File: config.mk
export PLATFORM = sky130hd
export DESIGN_NAME = hc165_reader
export DESIGN_NICKNAME = d
export VERILOG_FILES = /design/src/rtl/hc165_reader.sv
export SDC_FILE = /design/constraint.sdc
export NUM_CORES = 1
export LEC_CHECK = 0
export CAP_MARGIN = 20
export CORE_MARGIN = 2
export CORE_UTILIZATION = 49
export CTS_BUF_LIST = sky130_fd_sc_hd__clkbuf_2
export CTS_CLUSTER_SIZE = 25
export DETAILED_ROUTE_END_ITERATION = 10
export PLACE_DENSITY = 0.8
export SETUP_SLACK_MARGIN = 0.2
export SYNTH_ARGS = -nofsm -noshare
export SYNTH_HDL_FRONTEND = slang
export SYNTH_SLANG_ARGS = --single-unit
File: constraint.sdc
create_clock -name clk -period 1.5 [get_ports clk]
set_input_delay 0.3 -clock clk [delete_from_list [all_inputs] [get_ports clk]]
set_output_delay 0.3 -clock clk [all_outputs]
set_load 0.005 [all_outputs]
File: src/rtl/hc165_reader.sv
// Frame reader for one or more cascaded 165-type parallel-in/serial-out shift registers.
// The register shares clk; this block drives its SH/LD and CLK INH pins and samples qh.
module hc165_reader #(
  parameter int unsigned NUM_BITS      = 8,
  parameter int unsigned SETTLE_CYCLES = 1
) (
  input  logic                clk,
  input  logic                rst_n,
  input  logic                start,
  input  logic                qh,
  output logic                shift_load,
  output logic                clock_in_hibit,
  output logic [NUM_BITS-1:0] data_out,
  output logic                valid,
  output logic                busy
);

  localparam int unsigned CntW  = $clog2(NUM_BITS);
  localparam int unsigned WaitW = $clog2(SETTLE_CYCLES + 1);
  localparam logic [CntW-1:0]  CntLast  = CntW'(NUM_BITS - 1);
  localparam logic [WaitW-1:0] WaitLast = WaitW'(SETTLE_CYCLES - 1);

  typedef enum logic [2:0] {
    StIdle,
    StLoad,
    StSample,
    StShift,
    StDone
  } state_e;

  state_e              state_q, state_d;
  logic [CntW-1:0]     bit_cnt_q, bit_cnt_d;
  logic [WaitW-1:0]    wait_q, wait_d;
  // Holds the bits received so far; the final bit is appended straight into data_out.
  logic [NUM_BITS-2:0] shreg_q, shreg_d;
  logic [NUM_BITS-1:0] data_q, data_d;
  logic                shift_load_q, shift_load_d;
  logic                hibit_q, hibit_d;
  logic                valid_q, valid_d;
  logic                busy_q, busy_d;

  always_comb begin
    state_d   = state_q;
    bit_cnt_d = bit_cnt_q;
    wait_d    = wait_q;
    shreg_d   = shreg_q;
    data_d    = data_q;

    unique case (state_q)
      StIdle: begin
        if (start) begin
          state_d   = StLoad;
          bit_cnt_d = '0;
          shreg_d   = '0;
        end
      end
      StLoad: begin
        state_d = StSample;
        wait_d  = '0;
      end
      StSample: begin
        if (wait_q == WaitLast) begin
          wait_d = '0;
          if (bit_cnt_q == CntLast) begin
            state_d = StDone;
            data_d  = {shreg_q, qh};
          end else begin
            state_d = StShift;
            shreg_d = {shreg_q[NUM_BITS-3:0], qh};
          end
        end else begin
          wait_d = wait_q + 1'b1;
        end
      end
      StShift: begin
        state_d   = StSample;
        bit_cnt_d = bit_cnt_q + 1'b1;
      end
      StDone: begin
        state_d = StIdle;
      end
      default: begin
        state_d = StIdle;
      end
    endcase

    // Pin levels are decoded from the next state so they are registered alongside it.
    shift_load_d = (state_d != StLoad);
    hibit_d      = !((state_d == StLoad) || (state_d == StShift));
    valid_d      = (state_d == StDone);
    busy_d       = (state_d != StIdle);
  end

  always_ff @(posedge clk or negedge rst_n) begin
    if (!rst_n) begin
      state_q      <= StIdle;
      bit_cnt_q    <= '0;
      wait_q       <= '0;
      shreg_q      <= '0;
      data_q       <= '0;
      shift_load_q <= 1'b1;
      hibit_q      <= 1'b1;
      valid_q      <= 1'b0;
      busy_q       <= 1'b0;
    end else begin
      state_q      <= state_d;
      bit_cnt_q    <= bit_cnt_d;
      wait_q       <= wait_d;
      shreg_q      <= shreg_d;
      data_q       <= data_d;
      shift_load_q <= shift_load_d;
      hibit_q      <= hibit_d;
      valid_q      <= valid_d;
      busy_q       <= busy_d;
    end
  end

  assign shift_load     = shift_load_q;
  assign clock_in_hibit = hibit_q;
  assign data_out       = data_q;
  assign valid          = valid_q;
  assign busy           = busy_q;

endmodule

# == Yosys cells after proc, flatten, opt, wreduce, memory -nomap -nowiden ==
# Cells that the tools add are included.
# Widths: inputs -> output; s select.
# classes
bitwise,1
n_reduce_logical,11
n_eq_ne,11
muxes,12
addsub,2
# ops
op,n
$mux 7,3
$pmux 7 s2,1
$mux 3,4
$eq 3x2->1 const B,3
$pmux 3 s3,1
$eq 3x1->1 const B,2
$eq 3x3->1 const B,2
$ne 2x2->1 const B,3
$pmux 3 s2,1
$reduce_bool 2->1,3
$reduce_and 4->1,1
$add 3x1->3 const B,1
$logic_not 3->1,1
$ne 3x1->1 const B,1
$reduce_and 3->1,1
$reduce_bool 3->1,1
$pmux 1 s2,1
$reduce_and 2->1,1
$reduce_or 2->1,1
$add 1x1->1 const B,1
$logic_not 1->1,1
$logic_or 1x1->1,1
$mux 1,1
$not 1->1,1
# word_totals
regBits,26
out_inout_bits,12

# == Logic depth before layout (Yosys ltp) ==
# Gate-level depths: netlist of the first run.
# logic_depth
word_depth,7
depth_mapped,5
depth_no_buf,5

# == Worst setup path before layout of the first run ==
# Ideal clock, no wire load.
# synth_timing
path_kind,flip-flop to flip-flop
from,register bit_cnt_q[0]
to,register data_q[0] (netlist: data_out[0])
arrival_ps,1389
path_stages_with_launch,6
n_path_buf,1
period_less_slack_ps,1514
slack_ps,-14
setup_time_ps,125
t_required_ps,1375
cell_sequence,dfrtp_1 -> ha_1 -> ha_1 -> and3_1 -> buf_6 -> mux2_4
# synth_between
elab_chain_len,2
# synth_rtl
item,line_no,source
"start, declared",32,"logic [CntW-1:0] bit_cnt_q, bit_cnt_d;"
"start signal, assigned",107,bit_cnt_q <= bit_cnt_d;
$eq 3x3->1,64,if (bit_cnt_q == CntLast) begin
$reduce_and 3->1 (no line),-,
"end signal, assigned",110,data_q <= data_d;
"end, declared",36,"logic [NUM_BITS-1:0] data_q, data_d;"
# No other way between the ends.
# A chain may end at the register's enable or synchronous reset.

# == Final worst setup path of the first run ==
# layout_timing
from,register bit_cnt_q[0]
to,register shreg_q[4]
# layout_between
elab_chain_len,3
# layout_rtl
item,line_no,source
$eq 3x3->1,64,
$ne 2x2->1 (no line),-,
$reduce_and 4->1 (no line),-,
"end signal, assigned",109,shreg_q <= shreg_d;
"end, declared",35,"logic [NUM_BITS-2:0] shreg_q, shreg_d;"
# No other way between the ends.

==> results of run 1 <==
sequential cells by signal, summed over array words and instances, names as in the netlist:
signal          count
data_out            8
shreg_q             7
bit_cnt_q           3
state_q             3
busy                1
clock_in_hibit      1
shift_load          1
valid               1
critical path, stage by stage, from the launching register on:
cell,delay (ns)
dfrtp_1,0.46
ha_2,0.21
ha_4,0.19
nor2b_4,0.20
o21ai_4,0.10
a22o_1,0.26
power breakdown:
| part | leakage, uW | switching [uW] | total, uW | internal [uW] |
|---|---|---|---|---|
| Sequential | 0.000309 | 200 | 1160 | 960 |
| Combinational | 0.000360 | 706 | 1640 | 935 |
| Clock | 0.0000164 | 203 | 263 | 60.4 |
| Total | 0.000685 | 1110 | 3060 | 1960 |
how the worst max path moves through the flow:
stage	startpoint	endpoint	slack, ns	cells after the start
final	bit_cnt_q[0]$_DFFE_PN0P_	shreg_q[4]$_DFFE_PN0P_	0.02	5
after global routing	bit_cnt_q[0]$_DFFE_PN0P_	data_out[0]$_DFFE_PN0P_	-0.009	4
after CTS	bit_cnt_q[0]$_DFFE_PN0P_	data_out[1]$_DFFE_PN0P_	0.02	4
after detailed placement	start	bit_cnt_q[1]$_DFFE_PN0P_	-0.14	4
after global placement	start	bit_cnt_q[2]$_DFFE_PN0P_	-0.06	4
after floorplan	bit_cnt_q[0]$_DFFE_PN0P_	data_out[0]$_DFFE_PN0P_	0.07	5
final cells by class:
class,instances,area share [%]
flip-flops and latches,25,45.1
multi-input cells,43,31.5
inverters,1,0.268
clock inverters,1,0.358
well taps,27,2.42
clock buffers,3,1.07
repair buffers,36,19.3
cells in the final DEF, fill, tap and decap left out, types with 2 or more instances in the layout:
cell type / Yosys / routed
dfrtp_1: 23 / 21
buf_4: 0 / 18
a22o_1: 7 / 7
clkbuf_2: 0 / 13
buf_6: 1 / 4
a21oi_1: 3 / 2
dfrtp_2: 0 / 2
nor2_1: 5 / 5
o21ai_4: 0 / 2
clkdlybuf4s50_1: 0 / 3
and3_4: 0 / 2
mux2_4: 8 / 8
nor2b_1: 3 / 2
o22ai_1: 2 / 2
dfstp_2: 2 / 2
layer usage:
layer	vias to the layer above	share of wire [%]	global-route usage (%)	wire (um)
met5	-	0	0	0
met4	0	1.4	11.4	32
met3	4	2.4	3.68	55
met2	18	51	33.3	1160
met1	380	45	24.8	1010
li1	333	-	-	-
per-stage QoR:
step	cell area (um^2)	hold slack [ns]	setup slack [ns]
3_3_place_gp	1230	0.489	-0.0570
2_1_floorplan	1020	0.00441	0.0665
4_1_cts	1380	0.264	0.0163
5_1_grt	1400	0.233	-0.00911
6_report	1400	0.263	0.0153
3_5_place_dp	1230	0.491	-0.135
kinds of logic (layout without fill, tap and decap cells):
logic type	after synthesis	in the layout	share of synthesized area [%]
AND/OR/NAND/NOR	16	17	9.48
buffers and inverters	3	41	1.99
multiplexers	9	9	13.0
adder cells (fa/ha/maj)	2	2	2.49
AO/OA/AOI/OAI	14	15	10.5
flip-flops	25	25	62.6
repair_timing:
action,CTS,global route
endpoints found under the setup margin,32,30
pin swaps,10,2
resized for setup,37,16
gates cloned,2,0
buffers inserted,10,6
==> impl_metrics.env, run 1 <==
export IMPL_syn_avg_cell_area_um2=14.5
export IMPL_grt_max_degree=26
export IMPL_drtPass1Iterations=4
export IMPL_via_per_inst=5.40
export IMPL_period_needed_ns=1.48
export IMPL_r2r_end="shreg_q[4]$_DFFE_PN0P_"
export IMPL_finClkSkew_ns=0.00449
export IMPL_cp_start_kind="flop"
export IMPL_overflow=0
export IMPL_ys_flop_type="dfrtp_1"
export IMPL_initial_core_util_pct=51.7
export IMPL_cts_root_buf="clkbuf_2"
export IMPL_rr_worst_depth=5
export IMPL_htree_num_levels=1
export IMPL_required_ns=1.77
export IMPL_instances_no_fill=136
export IMPL_final_nets=116
export IMPL_grt_antenna_before_repair=0
export IMPL_synth_nets=75
export IMPL_cts_tree="yes"
export IMPL_vias=735
export IMPL_drive_above_1_share_pct=56.0
export IMPL_n_antenna_cell=0
export IMPL_rsz0062_at_grt="true"
export IMPL_cts_buffers=3
export IMPL_grt_pass1_wl_um=3660
export IMPL_hold_path_class="input port to asynchronous set/reset pin"
export IMPL_area_growth_pct=39.4
export IMPL_powerDensity_mw_per_mm2=2190
export IMPL_rows=16
export IMPL_synth_top_area_share_pct=57.4
export IMPL_finish_utilization_pct=72.0
export IMPL_worstMarginPinSlew_ns=0.528
export IMPL_grtUsageTotal_pct=20.2
export IMPL_synth_warnings=0
export IMPL_synth_most_common_cell="dfrtp_1"
export IMPL_synth_seq_cells=25
export IMPL_placedCellCount=114
export IMPL_slew_violations=0
export IMPL_holdBufCountCts=0
export IMPL_ys_seq_area_share_pct=62.6
export IMPL_synth_cell_type_count=21
export IMPL_p_total_uw=3060
export IMPL_status="complete, no violations"
export IMPL_cts_sinks=25
export IMPL_ff2ff_setup_slack_ns=0.02
export IMPL_critPathMaxFanout=5
export IMPL_grt_pass1_vias=783
export IMPL_worstPathArrival_ns=1.76
export IMPL_hold_viol=0
export IMPL_syn_cell_area_mm2=0.00100
export IMPL_die_h_um=49.3
export IMPL_coreArea_mm2=0.00194
export IMPL_hpwl_um=1180
export IMPL_dieWidth_um=49.3
export IMPL_avgRoutedWirePerCell_um=16.6
export IMPL_clk_latency_ns=0.35
export IMPL_drc=0
export IMPL_synth_edf_count=0
export IMPL_n_fill_cell=136
export IMPL_die_area_mm2=0.00243
export IMPL_setup_tns_ns=0
export IMPL_drtAntennaViolNets=0
export IMPL_path_class="flop to flop"
export IMPL_wirelength_um=2260
export IMPL_clockBufferDepth=2
export IMPL_leakagePower_uw=0.000685
export IMPL_synth_area_leaders="dfrtp_1, mux2_4, a22o_1"
export IMPL_endpoint_kind="flop"
export IMPL_fin_crit_sh_pct=99.0
export IMPL_ir_drop_mv=1.16
export IMPL_io_pin_count=16
export IMPL_relSlewSlack_pct=64.7
export IMPL_fmax_mhz=674
export IMPL_io_buffers=15
export IMPL_drv_cap=0
export IMPL_synth_cells=69
export IMPL_clkTransAtPathRegs_ns=0.23
export IMPL_multi_input_area_um2=440
export IMPL_setup_viol=0
export IMPL_synth_top_cells_by_count="dfrtp_1, mux2_4, a22o_1, nor2_1"
export IMPL_gp_congestion=0.711
export IMPL_r2r_start="bit_cnt_q[0]$_DFFE_PN0P_"
export IMPL_synthArstFlopShare_pct=100
export IMPL_drt_iter0_drc=15
export IMPL_layout_area_seq_um2=631
export IMPL_synth_largest_area_cell="dfrtp_1"
Note: power is estimated with default switching activity, not from simulation.
==> inputs of run 2 (changes only) <==
--- a/config.mk
+++ b/config.mk
@@ -12,7 +12,8 @@
 export CTS_CLUSTER_SIZE = 25
 export DETAILED_ROUTE_END_ITERATION = 10
 export PLACE_DENSITY = 0.8
-export SETUP_SLACK_MARGIN = 0.2
+export SKIP_CTS_REPAIR_TIMING = 1
+export SLEW_MARGIN = 20
 export SYNTH_ARGS = -nofsm -noshare
 export SYNTH_HDL_FRONTEND = slang
 export SYNTH_SLANG_ARGS = --single-unit
==> impl_metrics.env, run 2 (same netlist as run 1, synthesis figures left out) <==
export IMPL_status="complete, no violations"
export IMPL_drtPass1Iterations=4
export IMPL_p_total_uw=2750
export IMPL_setup_viol=0
export IMPL_io_buffers=15
export IMPL_period_needed_ns=1.48
export IMPL_critPathMaxFanout=5
export IMPL_finClkSkew_ns=0.0168
export IMPL_fin_crit_sh_pct=98.9
export IMPL_powerDensity_mw_per_mm2=1990
export IMPL_worstMarginPinSlew_ns=0.416
export IMPL_clkTransAtPathRegs_ns=0.23
export IMPL_initial_core_util_pct=51.7
export IMPL_avgRoutedWirePerCell_um=13.7
export IMPL_grt_antenna_before_repair=0
export IMPL_drt_iter0_drc=8
export IMPL_hold_viol=0
export IMPL_place_ws_ns=-0.0699
export IMPL_wirelength_um=1770
export IMPL_io_pin_count=16
export IMPL_grtUsageTotal_pct=15.7
export IMPL_drc=0
export IMPL_cts_tree="yes"
export IMPL_n_antenna_cell=0
export IMPL_fmax_mhz=674
export IMPL_clockBufferDepth=2
export IMPL_grt_pass1_wl_um=2870
export IMPL_area_growth_pct=37.9
export IMPL_cts_root_buf="clkbuf_2"
export IMPL_coreArea_mm2=0.00194
export IMPL_path_class="flop to flop"
export IMPL_ir_drop_mv=1.34
export IMPL_vias=653
export IMPL_overflow=0
export IMPL_largest_reg_flops=8
export IMPL_die_area_mm2=0.00243
export IMPL_clk_latency_ns=0.34
export IMPL_cts_sinks=25
export IMPL_cts_buffers=3
export IMPL_slew_violations=0
export IMPL_setup_tns_ns=0
export IMPL_rsz0062_at_grt="true"
export IMPL_dieWidth_um=49.3
export IMPL_final_common_cell="dfrtp_1"
export IMPL_finish_utilization_pct=71.3
export IMPL_hold_path_class="input port to asynchronous set/reset pin"
export IMPL_n_fill_cell=137
export IMPL_hpwl_um=1140
export IMPL_via_per_inst=5.06
export IMPL_required_ns=1.74
export IMPL_grt_max_degree=26
export IMPL_cp_start_kind="flop"
export IMPL_fin_hold_ws_ns=0.275
export IMPL_worstPathArrival_ns=1.72
export IMPL_relSlewSlack_pct=72.3
export IMPL_drive_above_1_share_pct=37.3
export IMPL_gp_congestion=0.719
export IMPL_final_cell_mix="dfrtp_1, buf_4, dlymetal6s2s_1"
export IMPL_rows=16
export IMPL_drtAntennaViolNets=0
export IMPL_die_h_um=49.3
export IMPL_endpoint_kind="flop"
export IMPL_final_nets=109
export IMPL_finalWorstSetupSlack_ns=0.0170
export IMPL_leakagePower_uw=0.000777
export IMPL_grt_pass1_vias=622
export IMPL_drv_cap=0
export IMPL_htree_num_levels=1
[run 2: layer usage]
layer	wire length [um]	track usage, %	share of wire, %	vias to the layer above
li1	-	-	-	314
met1	792	21.9	45	317
met2	869	23.2	49	18
met3	70	2.76	4.0	4
met4	37	8.57	2.1	0
met5	0	0	0	-
[run 2: stage by stage]
step           cells  instance area [um^2]
2_1_floorplan     69                  1010
3_3_place_gp     120                  1260
3_5_place_dp     120                  1260
4_1_cts          124                  1280
5_1_grt          129                  1380
6_report         129                  1380
[run 2: final timing paths]
kind / from / end / slack, ns / cells after the start
max: bit_cnt_q[1]$_DFFE_PN0P_ / data_out[1]$_DFFE_PN0P_ / 0.02 / 5
min: rst_n / data_out[0]$_DFFE_PN0P_ / 0.28 / 2
max reg2reg: bit_cnt_q[1]$_DFFE_PN0P_ / data_out[1]$_DFFE_PN0P_ / 0.02 / 5
min reg2reg: shreg_q[6]$_DFFE_PN0P_ / data_out[7]$_DFFE_PN0P_ / 0.54 / 1
max in group asynchronous: rst_n / shift_load$_DFF_PN1_ / 0.92 / 2
min in group clk: shreg_q[6]$_DFFE_PN0P_ / data_out[7]$_DFFE_PN0P_ / 0.54 / 1
[run 2: worst max-delay path: stages (launching register included)]
cell and delay, ns:
dfrtp_1 0.44, ha_2 0.19, ha_4 0.17, and3_4 0.18, buf_6 0.13, mux2_4 0.28
[run 2: where the power goes]
part	internal (uW)	switching [uW]	total, uW	leakage (uW)
Clock	60.4	190	251	0.0000164
Sequential	957	193	1150	0.000311
Combinational	834	518	1350	0.000450
Total	1850	901	2750	0.000777
[run 2: final cells by class]
cell class	instances	area (um^2)	share of cell area (%)
Sequential cell	25	628	45.4
Multi-Input combinational cell	41	387	27.9
Timing Repair Buffer	31	312	22.5
Tap cell	27	33.8	2.44
Clock buffer	3	15.0	1.08
Clock inverter	1	5.00	0.362
Inverter	1	3.75	0.271
==> inputs of run 3 (changes only) <==
--- a/config.mk
+++ b/config.mk
@@ -11,6 +11,8 @@
 export CTS_BUF_LIST = sky130_fd_sc_hd__clkbuf_2
 export CTS_CLUSTER_SIZE = 25
 export DETAILED_ROUTE_END_ITERATION = 10
+export GPL_ROUTABILITY_DRIVEN = 1
+export MAX_ROUTING_LAYER = met4
 export PLACE_DENSITY = 0.8
 export SKIP_CTS_REPAIR_TIMING = 1
 export SLEW_MARGIN = 20
==> impl_metrics.env, run 3 (same netlist as run 1, synthesis figures left out) <==
export IMPL_p_total_uw=2750
export IMPL_area_growth_pct=37.9
export IMPL_drt_iter0_drc=8
export IMPL_multi_input_area_um2=387
export IMPL_drive_above_1_share_pct=37.3
export IMPL_r2r_start="bit_cnt_q[0]$_DFFE_PN0P_"
export IMPL_rsz0062_at_grt="true"
export IMPL_drtAntennaViolNets=0
export IMPL_setup_viol=0
export IMPL_worstMarginPinSlew_ns=0.416
export IMPL_p_switching_uw=900
export IMPL_finClkSkew_ns=0.0162
export IMPL_final_cell_mix="dfrtp_1, buf_4, dlymetal6s2s_1"
export IMPL_power_frac_clock_pct=9.1
export IMPL_swShare_pct=32.7
export IMPL_slew_violations=0
export IMPL_powerDensity_mw_per_mm2=1990
export IMPL_vias=655
export IMPL_instances_no_fill=129
export IMPL_dieWidth_um=49.3
export IMPL_cts_tree="yes"
export IMPL_hpwl_um=1140
export IMPL_ff2ff_setup_slack_ns=0.02
export IMPL_n_antenna_cell=0
export IMPL_path_class="flop to flop"
export IMPL_status="complete, no violations"
export IMPL_wirelength_um=1770
export IMPL_drtPass1Iterations=4
export IMPL_comb_power_share_pct=49.2
export IMPL_cts_buffers=3
export IMPL_rows=16
export IMPL_finalWorstSetupSlack_ns=0.0190
export IMPL_fin_crit_sh_pct=98.7
export IMPL_placedCellCount=120
export IMPL_die_area_mm2=0.00243
export IMPL_place_ws_ns=-0.0699
export IMPL_via_per_inst=5.08
export IMPL_period_needed_ns=1.48
export IMPL_layout_area_seq_um2=628
export IMPL_clkTransAtPathRegs_ns=0.23
export IMPL_cts_root_buf="clkbuf_2"
export IMPL_hold_path_class="input port to asynchronous set/reset pin"
export IMPL_coreArea_mm2=0.00194
export IMPL_power_frac_seq_pct=41.7
export IMPL_fmax_mhz=675
export IMPL_overflow=0
export IMPL_clk_latency_ns=0.34
export IMPL_fin_hold_ws_ns=0.277
export IMPL_cp_start_kind="flop"
export IMPL_ir_drop_mv=1.33
export IMPL_required_ns=1.74
export IMPL_final_common_cell="dfrtp_1"
export IMPL_avgRoutedWirePerCell_um=13.7
export IMPL_io_buffers=15
export IMPL_initial_core_util_pct=51.7
export IMPL_internal_power_uw=1850
export IMPL_hold_viol=0
export IMPL_largest_reg_flops=8
export IMPL_drc=0
export IMPL_io_pin_count=16
export IMPL_r2r_end="data_out[1]$_DFFE_PN0P_"
export IMPL_final_nets=109
export IMPL_htree_num_levels=1
export IMPL_grt_max_degree=26
export IMPL_n_fill_cell=137
export IMPL_grt_pass1_vias=622
export IMPL_rr_worst_depth=5
export IMPL_worstPathArrival_ns=1.72
export IMPL_setup_tns_ns=0
export IMPL_grt_pass1_wl_um=2860
export IMPL_critPathMaxFanout=5
export IMPL_cts_sinks=25
export IMPL_drv_cap=0
export IMPL_die_h_um=49.3
export IMPL_relSlewSlack_pct=72.3
export IMPL_leakagePower_uw=0.000777
export IMPL_gp_congestion=0.727
export IMPL_grtUsageTotal_pct=16.1
export IMPL_endpoint_kind="flop"
export IMPL_clockBufferDepth=2
export IMPL_grt_antenna_before_repair=0
[run 3: cell counts in the layout (fill, tap and decap cells not counted)]
No cell type changed its count.
[run 3: worst max-delay path by stage]
stage / startpoint / end / slack (ns) / cells past startpoint
global placement: start / bit_cnt_q[0]$_DFFE_PN0P_ / -0.06 / 4
CTS: shift_load$_DFF_PN1_ / shift_load / -0.18 / 1
global route: bit_cnt_q[0]$_DFFE_PN0P_ / shreg_q[6]$_DFFE_PN0P_ / -0.04 / 6
finish: bit_cnt_q[0]$_DFFE_PN0P_ / data_out[1]$_DFFE_PN0P_ / 0.02 / 5
detailed placement: start / bit_cnt_q[1]$_DFFE_PN0P_ / -0.07 / 4
floorplan: bit_cnt_q[0]$_DFFE_PN0P_ / data_out[0]$_DFFE_PN0P_ / 0.02 / 5
[run 3: worst max-delay path, cell delays in order, from the launching register on]
cell     delay [ns]
dfrtp_1        0.43
ha_2           0.20
ha_4           0.17
and3_4         0.18
buf_6          0.13
mux2_4         0.28
[run 3: routing by layer]
layer / vias up / GRT usage [%] / share of wire [%]
met3: 4 / 2.76 / 4.8
met1: 317 / 21.9 / 43
met5: - / - / 0
met4: 0 / 8.57 / 2.2
met2: 20 / 23.2 / 49
li1: 314 / - / -
[run 3: layout make-up]
| class | count | area share (%) |
|---|---|---|
| Sequential cell | 25 | 45.4 |
| Multi-Input combinational cell | 41 | 27.9 |
| Timing Repair Buffer | 31 | 22.5 |
| Tap cell | 27 | 2.44 |
| Clock buffer | 3 | 1.08 |
| Clock inverter | 1 | 0.362 |
| Inverter | 1 | 0.271 |
[run 3: metrics by stage]
stage               util, %  area (um^2)
floorplan                 -         1010
global placement       64.7         1260
detailed placement     64.7         1260
CTS                    65.7         1280
global route           71.3         1380
finish                 71.3         1380
[run 3: power groups by stage]
stage               Combinational (uW)  Clock [uW]  Sequential (uW)
finish                            1350         250             1150
detailed placement                1220           0             1160
global placement                  1190           0             1140
CTS                               1230         258             1140
global route                      1480         288             1180
floorplan                          691           0             1130
